**config.mk**
```make
export PLATFORM = sky130hd
export DESIGN_NAME = edge_event_arbiter
export DESIGN_NICKNAME = d
export VERILOG_FILES = /design/src/rtl/edge_event_arbiter.sv
export SDC_FILE = /design/constraint.sdc
export NUM_CORES = 1
export LEC_CHECK = 0
export BUFFER_PORTS_ARGS = -buffer_cell sky130_fd_sc_hd__buf_2
export CAP_MARGIN = 20
export CORE_AREA = 2 2 71 73
export DETAILED_ROUTE_END_ITERATION = 8
export DIE_AREA = 0 0 73 75
export PLACE_DENSITY = 0.73
export SLEW_MARGIN = 25
export SYNTH_ARGS = -nofsm -noshare
export SYNTH_HDL_FRONTEND = slang
export SYNTH_SLANG_ARGS = --single-unit
```
**constraint.sdc**
```tcl
create_clock -name clk -period 12.9 [get_ports clk]
set_clock_uncertainty 0.05 [all_clocks]
set_input_delay 0.645 -clock clk [delete_from_list [all_inputs] [get_ports clk]]
set_output_delay 0.645 -clock clk [all_outputs]
set_load 0.005 [all_outputs]
```
**src/rtl/edge_event_arbiter.sv**
```systemverilog
// edge_event_arbiter: serialises per-channel rise/fall pulses onto one valid/ready
// event stream. Requesters are served round-robin. A pulse that arrives while its
// requester already has an event pending is dropped and counted in a saturating counter.
// Optional feature macro: EDGE_ARB_TIMESTAMP_EN (adds a timestamp to each event).
module edge_event_arbiter #(
  parameter int unsigned N_CH  = 4,
  parameter int unsigned OVF_W = 8,
  parameter int unsigned TS_W  = 16
) (
  input  logic                                        clk,
  input  logic                                        rst_n,
  input  logic [N_CH-1:0]                             rise_in,
  input  logic [N_CH-1:0]                             fall_in,
  input  logic                                        enable,
  output logic                                        evt_valid,
  input  logic                                        evt_ready,
  output logic [((N_CH > 1) ? $clog2(N_CH) : 1)-1:0]  evt_chan,
  output logic                                        evt_is_rise,
  output logic                                        busy,
  output logic [OVF_W-1:0]                            ovf_cnt,
  output logic                                        ovf_flag,
  input  logic                                        ovf_clr
`ifdef EDGE_ARB_TIMESTAMP_EN
  ,
  output logic [TS_W-1:0]                             evt_ts
`endif
);

  localparam int unsigned CH_W = (N_CH > 1) ? $clog2(N_CH) : 1;
  localparam int unsigned R    = 2 * N_CH;
  localparam int unsigned R_W  = $clog2(R);

  // Elaboration-time parameter range check
  if (N_CH < 1 || N_CH > 16 || OVF_W < 1 || TS_W < 1) begin : g_param_check
    $error("edge_event_arbiter: parameter out of range");
  end

  logic [R-1:0]   pending;
  logic [R_W-1:0] rr_ptr;

  logic [R-1:0]   req_c;
  logic [R-1:0]   cap_c;
  logic [R-1:0]   clr_mask_c;
  logic [R-1:0]   drop_c;
  logic [R-1:0]   pending_nxt_c;
  logic           ovf_any_c;
  logic           load_en_c;
  logic           do_load_c;
  logic           grant_found_c;
  logic [R_W-1:0] grant_idx_c;
  logic [R_W-1:0] cand_c;
  logic [R_W-1:0] rr_nxt_c;
  logic           evt_valid_nxt_c;

  // Interleave pulses into requester order: r = 2*c + (fall ? 1 : 0)
  always_comb begin
    req_c = '0;
    for (int unsigned c = 0; c < N_CH; c++) begin
      req_c[2*c]     = rise_in[c];
      req_c[2*c + 1] = fall_in[c];
    end
  end

  // Round-robin pick: first pending requester at or after rr_ptr, wrapping
  always_comb begin
    grant_found_c = 1'b0;
    grant_idx_c   = '0;
    cand_c        = '0;
    for (int unsigned i = 0; i < R; i++) begin
      cand_c = R_W'((32'(rr_ptr) + i) % R);
      if (!grant_found_c && pending[cand_c]) begin
        grant_found_c = 1'b1;
        grant_idx_c   = cand_c;
      end
    end
  end

  // Capture, load and overflow decisions for this cycle
  always_comb begin
    load_en_c       = !evt_valid || evt_ready;
    do_load_c       = load_en_c && grant_found_c;
    clr_mask_c      = do_load_c ? (R'(1) << grant_idx_c) : '0;
    cap_c           = enable ? req_c : '0;
    drop_c          = cap_c & pending & ~clr_mask_c;
    ovf_any_c       = |drop_c;
    pending_nxt_c   = (pending & ~clr_mask_c) | cap_c;
    rr_nxt_c        = (grant_idx_c == R_W'(R - 1)) ? '0 : grant_idx_c + R_W'(1);
    evt_valid_nxt_c = load_en_c ? grant_found_c : evt_valid;
  end

  // Pending set, round-robin pointer and output event stage
  always_ff @(posedge clk or negedge rst_n) begin
    if (!rst_n) begin
      pending     <= '0;
      rr_ptr      <= '0;
      evt_valid   <= 1'b0;
      evt_chan    <= '0;
      evt_is_rise <= 1'b0;
      busy        <= 1'b0;
    end else begin
      pending   <= pending_nxt_c;
      evt_valid <= evt_valid_nxt_c;
      busy      <= (|pending_nxt_c) || evt_valid_nxt_c;
      if (do_load_c) begin
        evt_chan    <= CH_W'(grant_idx_c >> 1);
        evt_is_rise <= ~grant_idx_c[0];
        rr_ptr      <= rr_nxt_c;
      end
    end
  end

  // Saturating drop counter and sticky flag; a same-cycle drop beats the clear
  always_ff @(posedge clk or negedge rst_n) begin
    if (!rst_n) begin
      ovf_cnt  <= '0;
      ovf_flag <= 1'b0;
    end else if (ovf_any_c) begin
      ovf_flag <= 1'b1;
      if (ovf_clr) begin
        ovf_cnt <= OVF_W'(1);
      end else if (!(&ovf_cnt)) begin
        ovf_cnt <= ovf_cnt + OVF_W'(1);
      end
    end else if (ovf_clr) begin
      ovf_cnt  <= '0;
      ovf_flag <= 1'b0;
    end
  end

`ifdef EDGE_ARB_TIMESTAMP_EN
  logic [TS_W-1:0] ts_cnt;
  logic [TS_W-1:0] ts_q [R];
  logic [R-1:0]    cap_new_c;

  // Pulses that actually set a pending bit (dropped ones keep the older stamp)
  always_comb begin
    cap_new_c = cap_c & ~drop_c;
  end

  // Free-running timestamp counter
  always_ff @(posedge clk or negedge rst_n) begin
    if (!rst_n) begin
      ts_cnt <= '0;
    end else begin
      ts_cnt <= ts_cnt + TS_W'(1);
    end
  end

  // Per-requester stamp taken at capture
  always_ff @(posedge clk or negedge rst_n) begin
    if (!rst_n) begin
      for (int unsigned r = 0; r < R; r++) begin
        ts_q[r] <= '0;
      end
    end else begin
      for (int unsigned r = 0; r < R; r++) begin
        if (cap_new_c[r]) begin
          ts_q[r] <= ts_cnt;
        end
      end
    end
  end

  // Timestamp travels with the event payload
  always_ff @(posedge clk or negedge rst_n) begin
    if (!rst_n) begin
      evt_ts <= '0;
    end else if (do_load_c) begin
      evt_ts <= ts_q[grant_idx_c];
    end
  end
`else
  // Timestamp feature not built: no counter, stamps or evt_ts port.
`endif

endmodule
```
# Word-level counts from Yosys, hierarchy flattened
# Cells that the tools add are included.
# word_totals
output_inout_bits,14
word_cells,99
reg_bits,25
in_bits,13
# op_classes
n_eq_ne,2
shifts,1
muxes,42
n_addsub,9
bitwise,6
order_cmp,8
n_reduce_logical,23
# op_table
cell,count
$mux 8,6
$lt 3x4->1 const B,8
$mux 3,9
$and 8x8->8,3
$bmux 1 s3,8
$mux 1,19
$reduce_or 8->1,2
$add 3x3->3 const B,4
$add 8x1->8 const B,1
$logic_and 1x1->1,8
$logic_not 1->1,8
$not 8->8,1
$or 8x8->8,1
$reduce_and 8->1,1
$shl 1x3->8 const A,1
$add 3x1->3 const B,2
$add 3x2->3 const B,2
$eq 3x3->1 const B,1
$logic_or 1x1->1,2
$ne 2x2->1 const B,1
$reduce_and 2->1,1
$reduce_bool 2->1,1
$not 1->1,1

# Depth between registers and ports, before layout
# Gate-level depths: netlist (run 1).
# logic_depth
ltp_word,31
depth_mapped,22
ltp_nobuf,16

# Least setup slack after synthesis (run 1)
# No wires, ideal clock.
# synth_path
kind,register -> register
start,register rr_ptr[0]
end,register ovf_cnt[4]
required_ns,12.725
setup_ns,0.125
t_arrival_ns,4.519
path_buffers,4
period_less_slack_ns,4.694
stages_incl_launch_ff,21
setup_slack_ns,8.206
path_cell_list,dfrtp_1 -> buf_6 -> buf_12 -> buf_2 -> inv_1 -> ha_1 -> mux4_2 -> a21oi_1 -> nand2_2 -> a221oi_4 -> a21oi_1 -> or2_2 -> buf_2 -> nor2_1 -> ha_1 -> inv_1 -> o21ai_0 -> o2111a_1 -> or4b_4 -> nand4_1 -> mux2_2
# synth_via
elab_chain_len,31
elab_cells_between_ends,62
cone_classes,add/sub: 7; shift: 1; mux: 34; bitwise: 2; reduce/logical: 18
# synth_lines
element,line_no,rtl
start: declaration,39,logic [R_W-1:0] rr_ptr;
start signal: assignment,107,rr_ptr <= rr_nxt_c;
branches (longest 25 deep; another with $add 3x1->3),--,
$mux 8 *,82,clr_mask_c = do_load_c ? (R'(1) << grant_idx_c) : '0;
$not 8->8 *,84,drop_c = cap_c & pending & ~clr_mask_c;
$and 8x8->8 *,84,
$reduce_or 8->1 *,85,ovf_any_c = |drop_c;
$reduce_bool 2->1 (no line),--,
$reduce_and 2->1 (no line),--,
end signal: assignment,122,ovf_cnt <= ovf_cnt + OVF_W'(1);
end: declaration,20,"output logic [OVF_W-1:0] ovf_cnt,"
# Every way passes the cells marked *. The select of a mux whose other input is x is not followed.
# A chain may end at the register's enable or synchronous reset.

# Final worst setup path (run 1)
# layout_path
start,register rr_ptr[1]
end,register ovf_cnt[4]
# Same word-level chain as after synthesis.

==> results of run 1 <==
-- worst min-delay path by stage --
stage / from / to / slack [ns]
floorplan: rst_n / busy$_DFF_PN0_ / 0.30
global placement: evt_chan[1]$_DFFE_PN0P_ / evt_chan[1]$_DFFE_PN0P_ / 0.42
detailed placement: evt_chan[1]$_DFFE_PN0P_ / evt_chan[1]$_DFFE_PN0P_ / 0.42
CTS: rst_n / pending[6]$_DFF_PN0_ / 0.32
global route: rst_n / pending[6]$_DFF_PN0_ / 0.36
finish: rst_n / pending[6]$_DFF_PN0_ / 0.29
-- through the flow --
stage	cell area [µm²]	setup slack, ns
final	2600	7.271
after global routing	2600	6.910
after CTS	2599	7.183
after detailed placement	2550	7.196
after global placement	2550	7.373
after floorplan	2474	8.206
-- metal layers --
metal,track usage,vias up,wire length (µm)
li1,-,1012,-
met1,0.3311,1043,2746
met2,0.3463,78,2746
met3,0.01473,11,259
met4,0.08025,0,113
met5,0,-,0
-- cells by family (layout without fill, tap and decap cells) --
group	Yosys count	after routing
compound gates	69	69
xor+xnor	3	3
fa+ha+maj	7	7
buf+inv	32	41
flops	25	25
mux	42	42
simple gates	81	81
-- state kept, by name, indices dropped and copies added, names as in the netlist --
name and cells:
rr_ptr 3, pending 8, busy 1, evt_chan 2, evt_valid 1, ovf_flag 1
evt_is_rise 1, ovf_cnt 8
-- cell usage in the layout, fill, tap and decap left out, drive strengths merged, types with 6 or more instances in the layout --
cell and n:
o21ai 7, nor2b 6, a22o 9, mux2i 19, inv 9, mux4 11, nor2 9, nand3 11
a21oi 12, ha 7, dfrtp 25, buf 26, nand2 28, mux2 12
-- critical path, cell delays in order (launching register included) --
cell	delay, ns
dfrtp_1	0.67
clkinv_1	0.40
ha_1	0.78
mux4_2	0.62
a21oi_1	0.20
nand2_2	0.10
a221oi_4	0.40
a21oi_1	0.12
a31o_2	0.30
nor2_1	0.18
ha_1	0.17
inv_1	0.03
o21ai_0	0.23
o2111a_1	0.23
or4b_4	0.56
nand4_1	0.15
mux2_2	0.33
-- area by class of cell --
type	count	area (µm²)	area share
well taps	54	67.56	0.02599
clock buffers	3	41.29	0.01588
flip-flops and latches	25	626.9	0.2411
inverters	11	41.29	0.01588
repair buffers	26	130.1	0.05005
clock inverters	1	7.507	0.002887
multi-input cells	202	1685	0.6482
-- power groups by stage --
stage | Clock (µW) | Sequential (µW) | Combinational, µW
2_1_floorplan | 0 | 117 | 439
3_3_place_gp | 0 | 166 | 467
3_5_place_dp | 0 | 166 | 467
4_1_cts | 49.7 | 165 | 472
5_1_grt | 51.3 | 174 | 518
6_report | 49.2 | 167 | 477
==> metrics, run 1 <==
CP endpoint ovf_cnt[4]$_DFFE_PN0P_; total CTS buffers 3; Max rail drop VDD about 170 µV; XOR/XNOR Fraction of Synth Area 0.01366; CTS tree built; register share of total power 0.241; CTS Buffer Depth 2; share of layout cells above drive strength 1 0.2388; largest net degree at the start of global routing 27; Netlist Area Pre-Place approximately 2500 µm²; Leakage Power between 0.001 and 0.0015 µW; drt pass-1 iters 5; multiplexer area fraction after synthesis 0.2362; dominant cells by area after synthesis dfrtp_1 (25%), mux2i_1 (7.7%), mux4_2 (7.3%); Layout Area Growth over Synthesis 5.109%; Post-Synth Simple-Gate Area 0.1740; total core area ~4700 µm²; Post-CTS Setup Inserts 0; fin. max-slew vios 0; fin util 0.5579; Avg WL per Cell about 18 µm; fin nets slightly below 300; flop2flop setup slack 7.27 ns; final setup violation count 0; top-area cell type share of the netlist area 0.2529; Post-synth top cells nand2_1 (27), dfrtp_1 (25), mux2i_1 (19); asr flop ratio synth 1.000; Final Hold Viols 0; Worst slew margin 0.5706; Switch Pwr 347.8 µW; Hold Crit Class input port to async pin; reg2reg end ovf_cnt[4]$_DFFE_PN0P_; synthesized net count ~280; die area 5475 µm²; initial core utilization 0.5307; Sum Neg Setup Slack 0 ns; Internal Dissipation between 300 and 400 µW; worst-skew pair later-pin latency between 0.2 and 0.3 ns; Worst Tran Pin Value between 0.6 and 0.7 ns; vias per cell roughly 6.7; FF+latch count, synth 25; clock sink count 25; Comb pwr share 0.688; most frequent cell after synthesis nand2_1; warnings from Yosys 0; crit path launch rr_ptr[1]$_DFFE_PN0P_; cell type with the highest aggregate area in the netlist dfrtp_1; CTS root buf clkbuf_8; Synth Instances approximately 260; Sw Share 0.5013; Clock Power Share 0.071; # resized after CTS 0; CP Capture Type flop; antenna viol nets, final 0; Syn Area/Cell approximately 9.6 µm²; Worst R2R Path Depth 16; complex-gate fraction of the synthesized area 0.2221; hpwl dp about 4300 µm; drt drc 0; Rows 25; vias in the first global route 1968; first-pass GRT wire length about 9600 µm; Setup CP Type flop to flop; RSZ-0062 raised after global routing false; Cell variety after synth 62; Final period util 0.4364; CP Max Fanout 14; FF-to-FF Start rr_ptr[1]$_DFFE_PN0P_; Final Hold Slack roughly 0.29 ns; Peak Freq about 180 MHz; initial antenna violation count 0; Post-Route WL between 5000 and 6000 µm; number of port buffers 26; number of synthesized flops with an enable pin 0; Die Height about 75 µm; Die Wd between 70 and 80 µm; max cap viols 0; final worst path period need roughly 5.6 ns; Vias roughly 2100; Worst Path Required 13.02 ns; I/O pin cnt 27; Worst Setup Start Kind flop; Adder-Cell Fraction of Synth Area 0.03541; grt total ovfl 0; clock-pin transition on the worst setup and hold timing paths around 0.09 ns; Inst Count DP roughly 320; GRT Util Overall 0.2233; routability cong. 0.8875; hold_buf cts 0; Post-Layout Cell Count 322; Cell Pwr Density 266.9 nW/µm²; post-synthesis sequential area ratio 0.2529; largest family of logic cells by synthesized area multiplexers; Total Power about 690 µW; initial drt markers roughly 200; crit path DAT 5.75 ns; dominant synthesized flop cell dfrtp_1; status completed; antenna cells 0; final-layout fill cell count approximately 400; H-tree levels 1
Note: power is estimated with default switching activity, not from simulation.
==> inputs of run 2 (changes only) <==
- clock period: 12.9 -> 5.8 ns (I/O delays scaled with it)
==> metrics, run 2 (synthesized netlist as in run 1, its figures left out) <==
Die Height 75 µm; drt pass-1 iters 5; final setup violation count 0; I/O pin cnt 27; Layout Area Growth over Synthesis 5.918%; Cell Pwr Density between 500 and 600 nW/µm²; total CTS buffers 3; Die Wd about 73 µm; CTS root buf clkbuf_8; CP Max Fanout 14; register share of total power 0.228; routability cong. 0.9102; cells along the critical path clkinv_1, ha_1, xor2_1, mux4_2, o21a_1, o21ai_0, o22ai_1, or2_2, nor2_1, ha_1, inv_1, o21ai_0, o2111a_1, or4b_4, nand4_1, mux2_2; number of port buffers 26; H-tree levels 1; Switch Pwr about 770 µW; top flop regs ovf_cnt (8), pending (8), rr_ptr (3); Sw Share 0.4989; vias in the first global route about 2000; drt drc 0; Rows 25; vias per cell about 6.6; die area about 5500 µm²; most common cell after layout, fill and taps aside nand2_1; top cell family by delay on the critical path simple AND/OR/NAND/NOR gates; fin nets between 200 and 300; Final Hold Viols 0; crit path DAT 5.34 ns; fin util 0.5621; Leakage Power 0.001101 µW; Worst Path Required just under 6 ns; PnR worst setup slack approximately 0.57 ns; Hold Crit Class input port to flop; worst path bufs/invs 2; Sum Neg Setup Slack 0 ns; initial antenna violation count 0; status completed; Post-Layout Cell Count 325; final worst path period need 5.226 ns; CTS Buffer Depth 2; DP Worst Slack slightly below 0.7 ns; RSZ-0062 raised after global routing false; total core area ~4700 µm²; Setup CP Type flop to flop; clock sink count 25; most frequent cells in the layout nand2_1 (27), buf_2 (26), dfrtp_1 (25), mux2i_1 (19), a21oi_1 (12); antenna viol nets, final 0; worst-skew pair later-pin latency roughly 0.27 ns; Comb pwr share 0.704; share of layout cells above drive strength 1 0.2362; CP Capture Type flop; Peak Freq approximately 190 MHz; Post-Route WL ~6100 µm; clock-pin transition on the worst setup and hold timing paths 0.09 ns; Max rail drop VDD approximately 370 µV; max cap viols 0; slowest CP cell dfrtp_1; largest net degree at the start of global routing 26; Clock Power Share 0.068; initial core utilization 0.5307; GRT Util Overall 0.2353; Worst Setup Start Kind flop; Internal Dissipation between 700 and 800 µW; hpwl dp between 4000 and 5000 µm; # resized after CTS 0; first-pass GRT wire length 10070 µm; initial drt markers approximately 270; Inst Count DP 320; Post-CTS Setup Inserts 0; Vias approximately 2200; Worst path max stage delay 0.64 ns; Final period util 0.9011; CTS tree built; antenna cells 0; Avg WL per Cell about 19 µm; grt total ovfl 0; Worst Tran Pin Value around 0.66 ns; fin. max-slew vios 0; Worst slew margin 0.5578
==> run 2: cell types whose count changed in the layout (fill, tap and decap cells not counted) <==
cell	change
dlygate4sd3_1	+1
buf_4	+2
clkinvlp_4	-1
dfrtp_1	+1
dfrtp_2	-1
clkbuf_1	+1
==> run 2: what timing repair did <==
item,CTS,global route
endpoints found under the hold margin,25,0
hold buffers,1,0
endpoints found under the setup margin,0,0
==> run 2: path summary, 6_finish.rpt <==
kind	startpoint	end	slack (ns)	cells past startpoint
max	rr_ptr[1]$_DFFE_PN0P_	ovf_cnt[4]$_DFFE_PN0P_	0.57	16
min	fall_in[1]	pending[3]$_DFF_PN0_	0.23	3
max reg2reg	rr_ptr[1]$_DFFE_PN0P_	ovf_cnt[4]$_DFFE_PN0P_	0.57	16
min reg2reg	evt_chan[1]$_DFFE_PN0P_	evt_chan[1]$_DFFE_PN0P_	0.44	1
max in group asynchronous	rst_n	ovf_cnt[3]$_DFFE_PN0P_	4.84	2
min in group asynchronous	rst_n	busy$_DFF_PN0_	0.49	2
==> run 2: layer usage <==
layer,up-vias,global-route usage,share of wire
met4,0,0.04733,0.020
met3,17,0.02410,0.052
met2,80,0.3714,0.46
li1,1018,-,-
met1,1044,0.3538,0.47
met5,-,0,0
==> run 2: worst reg2reg max path: cells and delay by family, from the launching register on <==
| family | cells | cell delay, ns |
|---|---|---|
| fa+ha+maj | 2 | 0.51 |
| buf+inv | 2 | 0.39 |
| compound gates | 5 | 1.00 |
| simple gates | 4 | 1.23 |
| flops | 1 | 0.64 |
| xor+xnor | 1 | 0.39 |
| mux | 2 | 0.90 |
==> run 2: cell type report <==
type	count	area [µm²]
clock buffer	4	45.04
tap	54	67.56
multi-input combinational	202	1685
fill	424	2041
sequential	25	625.6
inverter	11	41.29
timing repair buffer	29	155.1
==> run 2: power by group through the flow <==
stage | combinational, µW | clock (µW) | sequential, µW
2_1_floorplan | 977 | 0 | 259
3_3_place_gp | 1070 | 0 | 351
3_5_place_dp | 1070 | 0 | 354
4_1_cts | 1080 | 105 | 350
5_1_grt | 1190 | 112 | 371
6_report | 1090 | 105 | 354
==> run 2: metrics by stage <==
step           power (µW)  hold WS (ns)  area, µm²
6_report             1552        0.2304       2620
5_1_grt              1671        0.2343       2620
2_1_floorplan        1237      -0.05559       2474
3_5_place_dp         1422        0.2615       2565
3_3_place_gp         1421        0.2555       2565
4_1_cts              1536        0.2303       2620
==> inputs of run 3 (changes only) <==
- CTS_BUF_LIST: not set -> sky130_fd_sc_hd__clkbuf_4 sky130_fd_sc_hd__clkbuf_8
==> metrics, run 3 (synthesized netlist as in run 1, its figures left out) <==
most frequent cells in the layout nand2_1 (27), buf_2 (26), dfrtp_1 (25), mux2i_1 (19), a21oi_1 (12); routed length on met2 approximately 2900 µm; fin nets 292; Final Hold Viols 0; I/O pin cnt 27; clock-pin transition on the worst setup and hold timing paths approximately 0.09 ns; clock sink count 25; Setup CP Type flop to flop; total core area 4661 µm²; Sum Neg Setup Slack 0 ns; most common cell after layout, fill and taps aside nand2_1; Peak Freq ~190 MHz; Reg area 625.6 µm²; Die Wd 73 µm; hpwl dp about 4500 µm; worst-skew pair later-pin latency 0.27 ns; vias per cell 6.708; CP endpoint ovf_cnt[4]$_DFFE_PN0P_; CTS root buf clkbuf_8; Worst Path Required around 5.9 ns; Post-Route WL just over 6000 µm; CP Max Fanout 14; Rows 25; met1 WL approximately 2900 µm; routability cong. slightly above 0.9; initial core utilization 0.5307; final worst path period need around 5.2 ns; final setup violation count 0; FF-to-FF Start rr_ptr[1]$_DFFE_PN0P_; initial antenna violation count 0; Die Height 75 µm; antenna viol nets, final 0; Vias about 2200; CTS tree built; largest net degree at the start of global routing 26; Worst Tran Pin Value 0.6644 ns; vias in the first global route between 1500 and 2000; RSZ-0062 raised after global routing false; CP Capture Type flop; Layout Area Growth over Synthesis 6.070%; reg2reg end ovf_cnt[4]$_DFFE_PN0P_; Final period util 0.9000; die area 5475 µm²; drt pass-1 iters 5; Post-CTS Setup Inserts 0; DP Worst Slack about 0.68 ns; H-tree levels 1; # resized after CTS 0; first-pass GRT wire length 10160 µm; top flop regs ovf_cnt (8), pending (8), rr_ptr (3); CTS Buffer Depth 2; number of port buffers 26; grt total ovfl 0; fin util 0.5630; total CTS buffers 3; PnR worst setup slack between 0.5 and 0.6 ns; GRT Util Overall 0.2373; Worst R2R Path Depth 16; Leakage Power 0.001104 µW; antenna cells 0; max cap viols 0; share of layout cells above drive strength 1 0.2399; WL met3 ~320 µm; Top Metal Used met4; Max rail drop VDD ~370 µV; Final Cell Area 2624 µm²; initial drt markers between 300 and 400; crit path launch rr_ptr[1]$_DFFE_PN0P_; final-layout fill cell count approximately 420; multi-input logic area ~1700 µm²; status completed; Cell Pwr Density just under 600 nW/µm²; flop2flop setup slack slightly below 0.6 ns; Worst Setup Start Kind flop; Worst slew margin 0.5571; Avg WL per Cell ~19 µm; drt drc 0; crit path DAT about 5.3 ns; Hold Crit Class input port to flop; fin. max-slew vios 0; Area after DPL roughly 2600 µm²
run 3: cell count changes in the layout (fill, tap and decap cells not counted):
cell / delta
clkbuf_4: +1
clkbuf_1: -1
run 3: power by group:
group / total [µW] / switching [µW] / leakage, µW / internal (µW)
clock: 109 / 55.1 / 0.0000262 / 53.8
combinational: 1100 / 593 / 0.000793 / 504
sequential: 353 / 128 / 0.000285 / 225
total: 1560 / 776 / 0.00110 / 782
run 3: worst min-delay path by stage:
stage | start | endpoint | slack [ns] | cells past startpoint
final | fall_in[1] | pending[3]$_DFF_PN0_ | 0.23 | 3
after global routing | fall_in[1] | pending[3]$_DFF_PN0_ | 0.23 | 3
after CTS | fall_in[1] | pending[3]$_DFF_PN0_ | 0.23 | 3
after detailed placement | rst_n | busy$_DFF_PN0_ | 0.26 | 1
after global placement | rst_n | busy$_DFF_PN0_ | 0.26 | 1
after floorplan | rst_n | busy$_DFF_PN0_ | -0.06 | 0
run 3: final cells by class:
class,count,area share
tap,54,0.02575
sequential,25,0.2384
timing repair buffer,29,0.05913
inverter,11,0.01574
clock buffer,4,0.01860
multi-input combinational,202,0.6423
run 3: metrics by stage:
| stage | hold slack [ns] | std cells | power, µW |
|---|---|---|---|
| finish | 0.2320 | 325 | 1559 |
| global route | 0.2330 | 325 | 1679 |
| CTS | 0.2295 | 325 | 1544 |
| detailed placement | 0.2615 | 320 | 1422 |
| global placement | 0.2555 | 320 | 1421 |
| floorplan | -0.05559 | 259 | 1237 |
run 3: what timing repair did:
action | in CTS | in global routing
setup endpoints to repair | 0 | 0
hold endpoints to repair | 25 | 0
hold buffers | 1 | 0
run 3: worst max-delay path, stage by stage (launching register included):
cell	delay (ns)
dfrtp_1	0.63
clkinv_1	0.35
ha_1	0.35
xor2_1	0.39
mux4_2	0.57
o21a_1	0.18
o21ai_0	0.24
o22ai_1	0.13
or2_2	0.36
nor2_1	0.16
ha_1	0.16
inv_1	0.03
o21ai_0	0.24
o2111a_1	0.22
or4b_4	0.57
nand4_1	0.15
mux2_2	0.33
run 3: metal layers:
metal	GRT usage	vias to the layer above
li1	-	1021
met4	0.04733	0
met2	0.3784	95
met3	0.02410	13
met1	0.3538	1051
met5	0	-
